`config.mk`:
```
export PLATFORM = sky130hd
export DESIGN_NAME = energy_alert_engine
export DESIGN_NICKNAME = d
export VERILOG_FILES = /design/src/rtl/energy_meter_pkg.sv /design/src/rtl/energy_channel.sv /design/src/rtl/energy_alert_engine.sv
export SDC_FILE = /design/constraint.sdc
export NUM_CORES = 1
export LEC_CHECK = 0
export ABC_AREA = 1
export CORE_ASPECT_RATIO = 0.8
export CORE_MARGIN = 2
export CORE_UTILIZATION = 25
export CTS_CLUSTER_DIAMETER = 100
export CTS_CLUSTER_SIZE = 20
export DETAILED_ROUTE_END_ITERATION = 8
export PLACE_DENSITY = 0.56
export SLEW_MARGIN = 20
export SYNTH_ARGS = -nofsm -noshare
export SYNTH_HDL_FRONTEND = slang
export SYNTH_HIERARCHICAL = 1
export SYNTH_SLANG_ARGS = --single-unit
```
`constraint.sdc`:
```
create_clock -name clk -period 1.7 [get_ports clk]
set_clock_uncertainty 0.05 [all_clocks]
set_input_delay 0.51 -clock clk [delete_from_list [all_inputs] [get_ports clk]]
set_output_delay 0.51 -clock clk [all_outputs]
set_load 0.005 [all_outputs]
```
`src/rtl/energy_meter_pkg.sv`:
```
// rtl/energy_meter_pkg.sv - shared level codes and arbiter state encodings
package energy_meter_pkg;

    typedef enum logic [1:0] {
        LVL_NONE = 2'd0,
        LVL_LOW  = 2'd1,
        LVL_MED  = 2'd2,
        LVL_CRIT = 2'd3
    } level_t;

    typedef enum logic {
        ST_IDLE = 1'b0,
        ST_SEND = 1'b1
    } arb_state_t;

endpackage

```
`src/rtl/energy_channel.sv`:
```
// rtl/energy_channel.sv - per-channel edge detect, saturating counter, level and sat flag
module energy_channel
    import energy_meter_pkg::*;
#(
    parameter int CNT_W   = 16,
    parameter int TH_LOW  = 10,
    parameter int TH_MED  = 50,
    parameter int TH_HIGH = 100
) (
    input  logic             clk,
    input  logic             reset,
    input  logic             pulse,
    input  logic             clr,
    output logic [CNT_W-1:0] count,
    output logic [1:0]       level,
    output logic             sat,
    output logic             level_rise
);

    localparam logic [CNT_W-1:0] CNT_MAX = '1;
    localparam logic [CNT_W-1:0] TH_L    = CNT_W'(TH_LOW);
    localparam logic [CNT_W-1:0] TH_M    = CNT_W'(TH_MED);
    localparam logic [CNT_W-1:0] TH_H    = CNT_W'(TH_HIGH);

    logic   prev;
    logic   edge_det;
    level_t level_d;

    assign edge_det = pulse & ~prev;

    always_comb begin
        level_d = LVL_CRIT;
        if (count < TH_L)
            level_d = LVL_NONE;
        else if (count < TH_M)
            level_d = LVL_LOW;
        else if (count < TH_H)
            level_d = LVL_MED;
    end

    // Qualified by the top against clear; the level register is the one being compared.
    assign level_rise = (2'(level_d) > level);

    always_ff @(posedge clk) begin
        if (reset) begin
            prev  <= 1'b0;
            count <= '0;
            level <= 2'(LVL_NONE);
            sat   <= 1'b0;
        end else begin
            prev <= pulse;
            if (clr) begin
                count <= '0;
                level <= 2'(LVL_NONE);
                sat   <= 1'b0;
            end else begin
                level <= 2'(level_d);
                if (edge_det) begin
                    if (count == CNT_MAX)
                        sat <= 1'b1;
                    else
                        count <= count + 1'b1;
                end
            end
        end
    end

endmodule

```
`src/rtl/energy_alert_engine.sv`:
```
// rtl/energy_alert_engine.sv - metered channels with round-robin alert message arbiter
module energy_alert_engine
    import energy_meter_pkg::*;
#(
    parameter int NUM_CH  = 4,
    parameter int CNT_W   = 16,
    parameter int TH_LOW  = 10,
    parameter int TH_MED  = 50,
    parameter int TH_HIGH = 100,
    localparam int CH_W   = (NUM_CH > 1) ? $clog2(NUM_CH) : 1
) (
    input  logic                    clk,
    input  logic                    reset,
    input  logic [NUM_CH-1:0]       pulse_in,
    input  logic [NUM_CH-1:0]       clr_ch,
    output logic                    msg_valid,
    input  logic                    msg_ready,
    output logic [CH_W-1:0]         msg_ch,
    output logic [CNT_W-1:0]        msg_units,
    output logic [1:0]              msg_level,
    output logic [NUM_CH*CNT_W-1:0] energy_flat,
    output logic [2*NUM_CH-1:0]     level_flat,
    output logic [NUM_CH-1:0]       sat
);

    logic [CNT_W-1:0]  count [NUM_CH];
    logic [1:0]        level [NUM_CH];
    logic [NUM_CH-1:0] level_rise;
    logic [NUM_CH-1:0] pending;

    arb_state_t        state_q, state_d;
    logic [CH_W-1:0]   rr_ptr;
    logic [CH_W-1:0]   grant_idx;
    logic              grant_found;
    logic              grant_take;
    logic              handshake;

    for (genvar g = 0; g < NUM_CH; g++) begin : g_ch
        energy_channel #(
            .CNT_W   (CNT_W),
            .TH_LOW  (TH_LOW),
            .TH_MED  (TH_MED),
            .TH_HIGH (TH_HIGH)
        ) u_ch (
            .clk        (clk),
            .reset      (reset),
            .pulse      (pulse_in[g]),
            .clr        (clr_ch[g]),
            .count      (count[g]),
            .level      (level[g]),
            .sat        (sat[g]),
            .level_rise (level_rise[g])
        );
        assign energy_flat[g*CNT_W +: CNT_W] = count[g];
        assign level_flat[2*g +: 2]          = level[g];
    end

    // Search starts one past the last granted channel so every pending channel is served in turn.
    always_comb begin
        grant_found = 1'b0;
        grant_idx   = '0;
        for (int i = 1; i <= NUM_CH; i++) begin
            if (!grant_found && pending[CH_W'((int'(rr_ptr) + i) % NUM_CH)]) begin
                grant_found = 1'b1;
                grant_idx   = CH_W'((int'(rr_ptr) + i) % NUM_CH);
            end
        end
    end

    always_comb begin
        state_d    = state_q;
        grant_take = 1'b0;
        handshake  = 1'b0;
        case (state_q)
            ST_IDLE: begin
                if (grant_found) begin
                    grant_take = 1'b1;
                    state_d    = ST_SEND;
                end
            end
            ST_SEND: begin
                if (msg_ready) begin
                    handshake = 1'b1;
                    state_d   = ST_IDLE;
                end
            end
            default: state_d = ST_IDLE;
        endcase
    end

    always_ff @(posedge clk) begin
        if (reset)
            state_q <= ST_IDLE;
        else
            state_q <= state_d;
    end

    assign msg_valid = (state_q == ST_SEND);

    always_ff @(posedge clk) begin
        if (reset) begin
            msg_ch    <= '0;
            msg_units <= '0;
            msg_level <= '0;
            rr_ptr    <= CH_W'(NUM_CH - 1);
        end else begin
            if (grant_take) begin
                msg_ch    <= grant_idx;
                msg_units <= count[grant_idx];
                msg_level <= level[grant_idx];
            end
            if (handshake)
                rr_ptr <= msg_ch;
        end
    end

    // A new rise beats the grant-clear, so an increase landing on the grant cycle is not lost.
    always_ff @(posedge clk) begin
        if (reset) begin
            pending <= '0;
        end else begin
            for (int i = 0; i < NUM_CH; i++) begin
                if (clr_ch[i])
                    pending[i] <= 1'b0;
                else if (level_rise[i])
                    pending[i] <= 1'b1;
                else if (grant_take && grant_idx == CH_W'(i))
                    pending[i] <= 1'b0;
            end
        end
    end

endmodule

```
==> results of run 1 <==
## cells by family after synthesis
kind of cell / Yosys count / share of synthesized area, %
AND/OR/NAND/NOR: 660 / 43.9
adder cells (fa/ha/maj): 12 / 2.16
AO/OA/AOI/OAI: 112 / 10.0
XOR/XNOR: 24 / 3.03
buffers and inverters: 147 / 10.0
flip-flops: 107 / 30.9
## cell usage in the layout, fill, tap and decap left out, types with 34 or more instances in the layout
cell type,count
nand2_1,265
buf_4,197
nor2_1,126
inv_1,101
dlygate4sd2_1,86
nand3_1,85
dfxtp_2,76
a21oi_1,43
nor2_2,37
nand3_2,36
nand4_1,34
## metrics by stage
| step | worst slack, ns | setup TNS [ns] | total power (uW) | cells | hold WS [ns] |
|---|---|---|---|---|---|
| 2_1_floorplan | -0.153 | -2.28 | 2750 | 1062 | 0.410 |
| 3_3_place_gp | -0.259 | -13.84 | 2940 | 1697 | 0.416 |
| 3_5_place_dp | -0.304 | -15.78 | 2940 | 1697 | 0.411 |
| 4_1_cts | -0.212 | -3.52 | 5040 | 1754 | 0.428 |
| 5_1_grt | -0.354 | -6.87 | 5200 | 1760 | 0.465 |
| 6_report | -0.235 | -4.28 | 5000 | 1760 | 0.423 |
## registers in the layout (all words and copies together) (netlist names), 4 cells and up
name and flops:
g_ch.u_ch/level 8, g_ch.u_ch/count 64, msg_units 16, g_ch.u_ch/sat 4, g_ch.u_ch/prev 4, pending 4
## cell usage after synthesis, types with 2 or more instances
| cell type | n |
|---|---|
| inv_1 | 102 |
| a21oi_1 | 51 |
| o21ai_0 | 24 |
| nor4_1 | 8 |
| buf_1 | 4 |
| nor2_4 | 6 |
| ha_1 | 12 |
| xor2_1 | 24 |
| buf_6 | 15 |
| or2_2 | 4 |
| o211ai_1 | 2 |
| nand3_1 | 109 |
| dfxtp_1 | 107 |
| nand4_1 | 34 |
| clkbuf_1 | 5 |
| nor3_1 | 8 |
| nand2_8 | 2 |
| nand2_4 | 2 |
| nor2_1 | 139 |
| o21ai_2 | 4 |
| nand2_2 | 13 |
| a21oi_2 | 24 |
| nor2_2 | 30 |
| buf_2 | 12 |
| inv_2 | 6 |
| nand2_1 | 291 |
| o21bai_1 | 4 |
| nand3_2 | 12 |
## worst max-delay path: cells and delay by family, from the launching register on
| kind | cells | cell delay [ns] |
|---|---|---|
| AND/OR/NAND/NOR | 11 | 0.96 |
| flip-flops | 1 | 0.42 |
| buffers and inverters | 3 | 0.34 |
| AO/OA/AOI/OAI | 1 | 0.05 |
## power groups by stage
stage	sequential (uW)	combinational (uW)	clock [uW]
after detailed placement	2580	360	0
after floorplan	2590	162	0
final	2490	394	2110
after CTS	2490	367	2180
after global placement	2580	358	0
after global routing	2490	424	2290
## layout make-up
type / instances / area share, %
Sequential cell: 107 / 20.7
Tap cell: 364 / 4.06
Clock inverter: 6 / 0.435
Timing Repair Buffer: 350 / 27.9
Inverter: 110 / 3.84
Clock buffer: 10 / 2.13
Multi-Input combinational cell: 813 / 40.9
## routing by layer
| metal | global-route usage [%] | wire, um | vias up |
|---|---|---|---|
| li1 | - | - | 4084 |
| met1 | 24.9 | 12300 | 3717 |
| met2 | 27.4 | 11700 | 223 |
| met3 | 3.26 | 1460 | 42 |
| met4 | 6.02 | 753 | 0 |
| met5 | 0 | 0 | - |
## path summary, 6_finish.rpt
check | startpoint | slack (ns) | end
max | rr_ptr[0]$_SDFFE_PP1P_ | -0.23 | msg_units[13]$_SDFFE_PP0P_
min reg2reg | g_ch[3].u_ch/sat$_SDFFE_PP0P_ | 0.42 | g_ch[3].u_ch/sat$_SDFFE_PP0P_
min | g_ch[3].u_ch/sat$_SDFFE_PP0P_ | 0.42 | g_ch[3].u_ch/sat$_SDFFE_PP0P_
max reg2reg | rr_ptr[0]$_SDFFE_PP1P_ | -0.23 | msg_units[13]$_SDFFE_PP0P_
## timing repair
action	in CTS	in global routing
cloned	8	0
hold endpoints to repair	0	0
resized for setup	285	70
setup endpoints to repair	159	85
pin swaps	14	23
buffers inserted	33	8
hold buffers	0	0
==> results.json, run 1 <==
{
  "dominantRegCellSynth": "dfxtp_1",
  "syn_to_final_growth_pct": 61.8,
  "netlist_area_sq_um": 6940,
  "io_pins": 108,
  "die_area_sq_um": 29100,
  "maxSlewHeadroom_pct": 78.0,
  "multi_input_area_sq_um": 4590,
  "rsz0062_at_grt": "yes",
  "p_sw_share_pct": 25.6,
  "grt_antenna_before_repair": 0,
  "num-fill-cells": 2827,
  "seq_power_share_pct": 49.8,
  "htreeDepth": 3,
  "synth_seq_area_share_pct": 30.9,
  "cp_common_cell": "nand2_2",
  "crit_path_max_incr_delay_ns": 0.42,
  "period_share_pct": 114,
  "min_period_ns": 1.93,
  "routed_wl_mm": 26.2,
  "maxSlewViolCount": 0,
  "dr_total_vias": 8066,
  "combPwrFrac_pct": 7.9,
  "grt_pass1_vias": 7472,
  "clock_path_buffers": 2,
  "synth.top_cells.by_area": "dfxtp_1 31%, nand2_1 16%, nand3_1 7.9%",
  "hold_path.class": "flop to flop",
  "ant_nets": 0,
  "syn_avg_cell_area_sq_um": 6.53,
  "netlist_instances": 1062,
  "grt_util_all_layers_pct": 17.8,
  "first_pass_iters": 5,
  "viasPerCell": 4.58,
  "grt_pass1_wl_mm": 40.8,
  "finalHoldViolations": 0,
  "worstMarginPinSlew_ns": 0.329,
  "wl_per_cell_um": 14.9,
  "synth_edf_count": 0,
  "synthDominantCellAreaShare_pct": 30.9,
  "r2r_cells": 15,
  "gp_congestion": 0.856,
  "clkTransAtPathRegs_ns": 0.08,
  "p_leak_uw": 0.00509,
  "numClockSinks": 107,
  "synth_cell_types": 36,
  "yosysWarnings": 6,
  "violations": "negative setup slack",
  "cp_data_required_time_ns": 1.90,
  "drt_iter0_drc": 606,
  "finish.instance_area_sq_um": 11200,
  "power.switching_uw": 1280,
  "seq_area_sq_um": 2320,
  "start_kind": "flop",
  "cap_viol_max_count": 0,
  "cp_max_fo": 19,
  "place_area_sq_um": 9900,
  "internal-power_uw": 3720,
  "peakVddDrop_mv": 0.468,
  "slowest_stage": "dfxtp_4",
  "max_freq_mhz": 517,
  "start_util_pct": 25.4,
  "die_w_um": 190,
  "finalSetupViolCount": 24,
  "synth_area_leader_cell": "dfxtp_1",
  "dp_hpwl_mm": 18.9,
  "grt_remaining_overflow": 0,
  "fin_util_pct": 41.1,
  "rows": 54,
  "cts_tree": "built",
  "critical_path_arrival_ns": 2.14,
  "clk_latency_ns": 0.37,
  "synthArstFlopShare_pct": 0,
  "drc": 0,
  "root_buffer": "clkbuf_16",
  "die_h_um": 153,
  "worst_setup_path_end_kind": "flop",
  "powerDensity_nw_per_um2": 445,
  "antenna_cells": 0,
  "crit_type": "flop to flop",
  "cts_buffers": 9,
  "io_buffers": 107,
  "grt_max_degree": 20,
  "hold_path_depth": 2,
  "finalNetCount": 1414,
  "status": "finished, violations left",
  "core-area_sq_um": 27300,
  "drive_gt1_share_pct": 39.7,
  "worst_slack_ns": -0.235,
  "pwr-share-clk_pct": 42.3,
  "crit_chain": "inv_8 -> nand2_2 -> nand2_4 -> nand2_2 -> nand2_2 -> nand2_2 -> nand2_4 -> nor2_4 -> buf_6 -> a21oi_4 -> buf_12 -> nand3_2 -> nand3_1 -> nor2_1 -> nor2_1",
  "syn-num-nets": 1085,
  "synth-seq-cells": 107
}
Power figures use the tool's default switching activity.
==> run 2, diff against run 1 <==
--- a/config.mk
+++ b/config.mk
@@ -13,6 +13,7 @@
 export CTS_CLUSTER_SIZE = 20
 export DETAILED_ROUTE_END_ITERATION = 8
 export PLACE_DENSITY = 0.56
+export SETUP_SLACK_MARGIN = 0.3
 export SLEW_MARGIN = 20
 export SYNTH_ARGS = -nofsm -noshare
 export SYNTH_HDL_FRONTEND = slang
==> run 2 against run 1 <==
  * The run still ends with negative setup slack left
  * Combinational power increased by 64%
  * Register-to-register slack improved by 0.03 ns
  * Global-route usage increased by 1.5 points
  * Routed wire length increased by 12%
  * Sequential cell count unchanged
  * Die area unchanged
  * Core utilization increased by 7.7 points
  * Clock power increased by 4%
  * Non-clock buffer count increased by 106
  * Maximum frequency increased by 1.6%
  * Critical path depth decreased by 5
==> results.json, run 2 (synthesized netlist as in run 1, its figures left out) <==
{
  "reg2reg_from": "g_ch[3].u_ch/count[2]$_SDFFE_PP0P_",
  "place_ws_ns": -0.284,
  "seq_area_sq_um": 2350,
  "num-fill-cells": 2562,
  "hold_end": "g_ch[1].u_ch/sat$_SDFFE_PP0P_",
  "core-area_sq_um": 27300,
  "peakVddDrop_mv": 0.446,
  "wl_per_cell_um": 15.8,
  "post-place-cells": 1672,
  "worstMarginPinSlew_ns": 0.387,
  "crit_chain": "buf_4 -> nor3_1 -> o21bai_1 -> nor2_1 -> inv_1 -> ha_1 -> a21oi_1 -> a21oi_1 -> a21oi_1 -> nor2_1",
  "postCtsHoldBufs": 0,
  "status": "finished, violations left",
  "root_buffer": "clkbuf_16",
  "crit_type": "flop to flop",
  "dr_total_vias": 8775,
  "ant_nets": 0,
  "maxSlewHeadroom_pct": 74.2,
  "finalHoldViolations": 0,
  "viasPerCell": 4.71,
  "crit_path_max_incr_delay_ns": 0.35,
  "syn_to_final_growth_pct": 92.0,
  "start_kind": "flop",
  "hold_path_depth": 2,
  "whs_ns": 0.414,
  "largest_register_ffs": 64,
  "gp_congestion": 0.843,
  "first_pass_iters": 5,
  "rsz0062_at_grt": "yes",
  "rows": 54,
  "largest_register": "g_ch.u_ch/count",
  "r2r_cells": 10,
  "stdcell_count": 1865,
  "cp_max_fo": 6,
  "cts_tree": "built",
  "htreeDepth": 3,
  "grt_remaining_overflow": 0,
  "hold_path.class": "flop to flop",
  "cap_viol_max_count": 0,
  "reg_top3": "g_ch.u_ch/count (64), msg_units (16), g_ch.u_ch/level (8)",
  "min_period_ns": 1.90,
  "reg2reg_to": "pending[3]$_SDFFE_PP0P_",
  "multi_input_area_sq_um": 5210,
  "worst_setup_path_end_kind": "flop",
  "grt_antenna_before_repair": 0,
  "drc": 0,
  "io_pins": 108,
  "cp_data_required_time_ns": 1.91,
  "grt_util_all_layers_pct": 19.3,
  "finalNetCount": 1519,
  "start_util_pct": 25.4,
  "die_w_um": 190,
  "slowest_stage": "dfxtp_4",
  "final_common_cell": "buf_6",
  "worst_slack_ns": -0.204,
  "fin_util_pct": 48.8,
  "startpoint": "g_ch[3].u_ch/count[2]$_SDFFE_PP0P_",
  "min_from": "g_ch[1].u_ch/sat$_SDFFE_PP0P_",
  "maxSlewViolCount": 0,
  "clkTransAtPathRegs_ns": 0.08,
  "cp_common_cell": "a21oi_1",
  "grt_max_degree": 30,
  "io_buffers": 107,
  "critical_path_arrival_ns": 2.11,
  "max_freq_mhz": 525,
  "routed_wl_mm": 29.4,
  "final_cell_mix": "200 x buf_6, 197 x nand2_1, 192 x buf_4",
  "cts_buffers": 9,
  "powerDensity_nw_per_um2": 400,
  "die_area_sq_um": 29100,
  "p_leak_uw": 0.00605,
  "antenna_cells": 0,
  "grt_pass1_vias": 8570,
  "finalSetupViolCount": 41,
  "period_share_pct": 112,
  "grt_pass1_wl_mm": 44.4,
  "numClockSinks": 107,
  "clk_latency_ns": 0.37,
  "drive_gt1_share_pct": 57.8,
  "die_h_um": 153,
  "clock_path_buffers": 2,
  "violations": "negative setup slack",
  "rrSetupSlack_ns": -0.20,
  "drt_iter0_drc": 523,
  "dp_hpwl_mm": 18.6
}
run 2: cell count changes in the layout (fill, tap and decap cells not counted), sizes merged:
cell,delta
clkdlybuf4s15,-5
dlygate4sd2,-86
inv,+1
buf,+195
clkbuf,+2
clkinv,-1
clkinvlp,-1
dlymetal6s2s,+1
nand2,-1
run 2: power breakdown:
part	internal [uW]	switching (uW)
sequential	2470	13.0
clock	1140	1060
combinational	343	304
total	3950	1370
run 2: cell type report:
cell class,count,share of cell area [%]
Multi-Input combinational cell,812,39.1
Sequential cell,107,17.7
Tap cell,364,3.42
Clock buffer,11,1.98
Inverter,110,3.23
Clock inverter,5,0.310
Timing Repair Buffer,456,34.3
run 2: what timing repair did:
| action | 4_1_cts | 5_1_grt |
|---|---|---|
| gates cloned | 12 | 3 |
| pin swaps | 77 | 61 |
| endpoints found under the setup margin | 192 | 191 |
| gates resized for setup | 805 | 148 |
| buffers inserted | 145 | 17 |
run 2: through the flow:
step	setup TNS [ns]	area, sq um	total power (uW)
after detailed placement	-12.43	9810	2940
after CTS	-3.79	12600	5320
after global placement	-10.15	9810	2940
after global routing	-9.47	13300	5530
final	-4.39	13300	5330
after floorplan	-2.29	7130	2750
run 2: layer usage:
metal	GRT usage, %	routed length (um)	vias to the layer above
met3	3.49	1510	45
met2	31.9	14100	254
met1	25.7	13000	4171
met5	0	0	-
li1	-	-	4305
met4	5.50	752	0
run 2: worst max path at each step:
stage / depth (start not counted) / to / slack (ns)
2_1_floorplan: 16 / msg_units[9]$_SDFFE_PP0P_ / -0.15
3_3_place_gp: 15 / msg_units[2]$_SDFFE_PP0P_ / -0.22
3_5_place_dp: 14 / msg_units[6]$_SDFFE_PP0P_ / -0.28
4_1_cts: 1 / msg_units[4] / -0.18
5_1_grt: 15 / msg_units[14]$_SDFFE_PP0P_ / -0.34
6_report: 10 / pending[3]$_SDFFE_PP0P_ / -0.20
run 2: worst max-delay path: cells and delay by family, from the launching register on:
| family | cells | cell delay (ns) |
|---|---|---|
| AND/OR/NAND/NOR | 3 | 0.46 |
| buffers and inverters | 2 | 0.22 |
| AO/OA/AOI/OAI | 4 | 0.44 |
| flip-flops | 1 | 0.35 |
| adder cells (fa/ha/maj) | 1 | 0.28 |
==> run 3, diff against run 2 <==
--- a/config.mk
+++ b/config.mk
@@ -6,13 +6,14 @@
 export NUM_CORES = 1
 export LEC_CHECK = 0
 export ABC_AREA = 1
-export CORE_ASPECT_RATIO = 0.8
+export ABC_CLOCK_PERIOD_IN_PS = 1700
 export CORE_MARGIN = 2
 export CORE_UTILIZATION = 25
 export CTS_CLUSTER_DIAMETER = 100
 export CTS_CLUSTER_SIZE = 20
 export DETAILED_ROUTE_END_ITERATION = 8
 export PLACE_DENSITY = 0.56
+export REMOVE_ABC_BUFFERS = 1
 export SETUP_SLACK_MARGIN = 0.3
 export SLEW_MARGIN = 20
 export SYNTH_ARGS = -nofsm -noshare
==> run 3 against run 2 <==
  * Register-to-register slack lost 0.07 ns
  * Sequential power is essentially flat
  * Non-clock buffer count grew 24
  * Clock power shrank 4%
  * Largest cell class unchanged
  * Critical path depth grew 4
  * The flow still finishes with violations (negative setup slack)
  * Power shrank 1.3%
  * Global-route usage grew 0.13 points
  * Critical path type unchanged
  * Sequential cell count is the same
  * Core utilization grew 1.6 points
==> results.json, run 3 (synthesized netlist as in run 1, its figures left out) <==
{
  "reg2reg_to": "msg_units[11]$_SDFFE_PP0P_",
  "hold_end": "g_ch[1].u_ch/sat$_SDFFE_PP0P_",
  "period_share_pct": 116,
  "grt_pass1_wl_mm": 44.6,
  "whs_ns": 0.416,
  "drc": 0,
  "die_area_sq_um": 29100,
  "min_from": "g_ch[1].u_ch/sat$_SDFFE_PP0P_",
  "cap_viol_max_count": 0,
  "maxSlewHeadroom_pct": 78.2,
  "grt_max_degree": 26,
  "reg2reg_from": "rr_ptr[0]$_SDFFE_PP1P_",
  "max_freq_mhz": 507,
  "gp_congestion": 0.875,
  "clock_path_buffers": 2,
  "finish.instance_area_sq_um": 13700,
  "largest_register": "g_ch.u_ch/count",
  "worstMarginPinSlew_ns": 0.326,
  "dr_total_vias": 8959,
  "p_leak_uw": 0.00633,
  "syn_to_final_growth_pct": 97.0,
  "worst_setup_path_end_kind": "flop",
  "final_common_cell": "buf_4",
  "cp_data_required_time_ns": 1.95,
  "routed_wl_mm": 30.0,
  "die_h_um": 171,
  "drive_gt1_share_pct": 60.6,
  "status": "finished, violations left",
  "cp_max_fo": 13,
  "final_cell_mix": "199 x buf_4, 194 x buf_6, 193 x nand2_1",
  "place_area_sq_um": 9720,
  "first_pass_iters": 4,
  "fin_util_pct": 50.4,
  "io_buffers": 107,
  "r2r_cells": 14,
  "critical_path_arrival_ns": 2.22,
  "violations": "negative setup slack",
  "powerDensity_nw_per_um2": 385,
  "reg_top3": "g_ch.u_ch/count (64), msg_units (16), g_ch.u_ch/level (8)",
  "ant_nets": 0,
  "core-area_sq_um": 27100,
  "die_w_um": 171,
  "drt_iter0_drc": 610,
  "min_period_ns": 1.97,
  "cts_buffers": 9,
  "io_pins": 108,
  "antenna_cells": 0,
  "crit_type": "flop to flop",
  "start_kind": "flop",
  "htreeDepth": 3,
  "grt_remaining_overflow": 0,
  "start_util_pct": 25.6,
  "finalNetCount": 1542,
  "rows": 60,
  "hold_path.class": "flop to flop",
  "grt_util_all_layers_pct": 19.4,
  "rrSetupSlack_ns": -0.27,
  "rsz0062_at_grt": "yes",
  "dp_hpwl_mm": 18.1,
  "finalSetupViolCount": 37,
  "power_uw": 5260,
  "largest_register_ffs": 64,
  "clkTransAtPathRegs_ns": 0.08,
  "hold_path_depth": 2,
  "grt_antenna_before_repair": 0,
  "grt_pass1_vias": 8535,
  "post-place-cells": 1680,
  "stdcell_count": 1896,
  "clk_latency_ns": 0.36,
  "viasPerCell": 4.73,
  "cts_tree": "built",
  "maxSlewViolCount": 0,
  "worst_slack_ns": -0.271,
  "wl_per_cell_um": 15.8,
  "finalHoldViolations": 0,
  "peakVddDrop_mv": 0.452,
  "root_buffer": "clkbuf_16",
  "numClockSinks": 107
}
## run 3: power breakdown
group | internal (uW) | switching, uW | total [uW]
registers | 2480 | 12.1 | 2490
clock network | 1040 | 1080 | 2120
logic | 339 | 312 | 651
total | 3850 | 1400 | 5260
## run 3: through the flow
| stage | setup TNS (ns) | worst slack, ns |
|---|---|---|
| 5_1_grt | -9.17 | -0.423 |
| 3_5_place_dp | -14.92 | -0.323 |
| 6_report | -5.54 | -0.271 |
| 3_3_place_gp | -13.35 | -0.299 |
| 2_1_floorplan | -12.04 | -0.612 |
| 4_1_cts | -5.48 | -0.225 |
## run 3: layout make-up
class                      count  area (sq um)
inverter                     110           435
timing repair buffer         480          4750
fill                        2442         13400
clock buffer                  10           239
tap                          372           465
multi-input combinational    811          5410
sequential                   107          2330
clock inverter                 6          38.8
## run 3: worst max path at each step
stage / startpoint / endpoint / slack, ns / cells past startpoint
floorplan: rr_ptr[0]$_SDFFE_PP1P_ / pending[2]$_SDFFE_PP0P_ / -0.61 / 13
global placement: rr_ptr[0]$_SDFFE_PP1P_ / msg_units[11]$_SDFFE_PP0P_ / -0.30 / 15
detailed placement: rr_ptr[0]$_SDFFE_PP1P_ / msg_units[14]$_SDFFE_PP0P_ / -0.32 / 14
CTS: rr_ptr[0]$_SDFFE_PP1P_ / pending[2]$_SDFFE_PP0P_ / -0.22 / 14
global route: rr_ptr[0]$_SDFFE_PP1P_ / msg_units[13]$_SDFFE_PP0P_ / -0.42 / 15
finish: rr_ptr[0]$_SDFFE_PP1P_ / msg_units[11]$_SDFFE_PP0P_ / -0.27 / 14
## run 3: metal layers
layer / share of wire, % / routed length (um) / vias to the layer above / global-route usage (%)
li1: - / - / 4361 / -
met5: 0 / 0 / - / 0
met4: 2.5 / 760 / 0 / 6.06
met2: 50 / 14900 / 251 / 33.6
met3: 4.8 / 1440 / 49 / 2.64
met1: 43 / 12900 / 4298 / 25.0
## run 3: worst max-delay path: stages, from the launching register on
cell and delay (ns):
dfxtp_4 0.39, buf_6 0.13, nand2_4 0.06, nand3_1 0.10
nand2_1 0.10, nand2_2 0.10, nand2_4 0.08, nor2_4 0.18
nand2_8 0.11, nand2_8 0.12, buf_12 0.14, nand3_1 0.07
nand3_1 0.13, nor2_1 0.06, nor2_1 0.08
## run 3: timing repair
item | 4_1_cts | 5_1_grt
gates cloned | 10 | 3
buffers inserted | 164 | 23
resized for setup | 823 | 239
hold buffers | 0 | 0
setup endpoints to repair | 188 | 185
pin swaps | 90 | 99
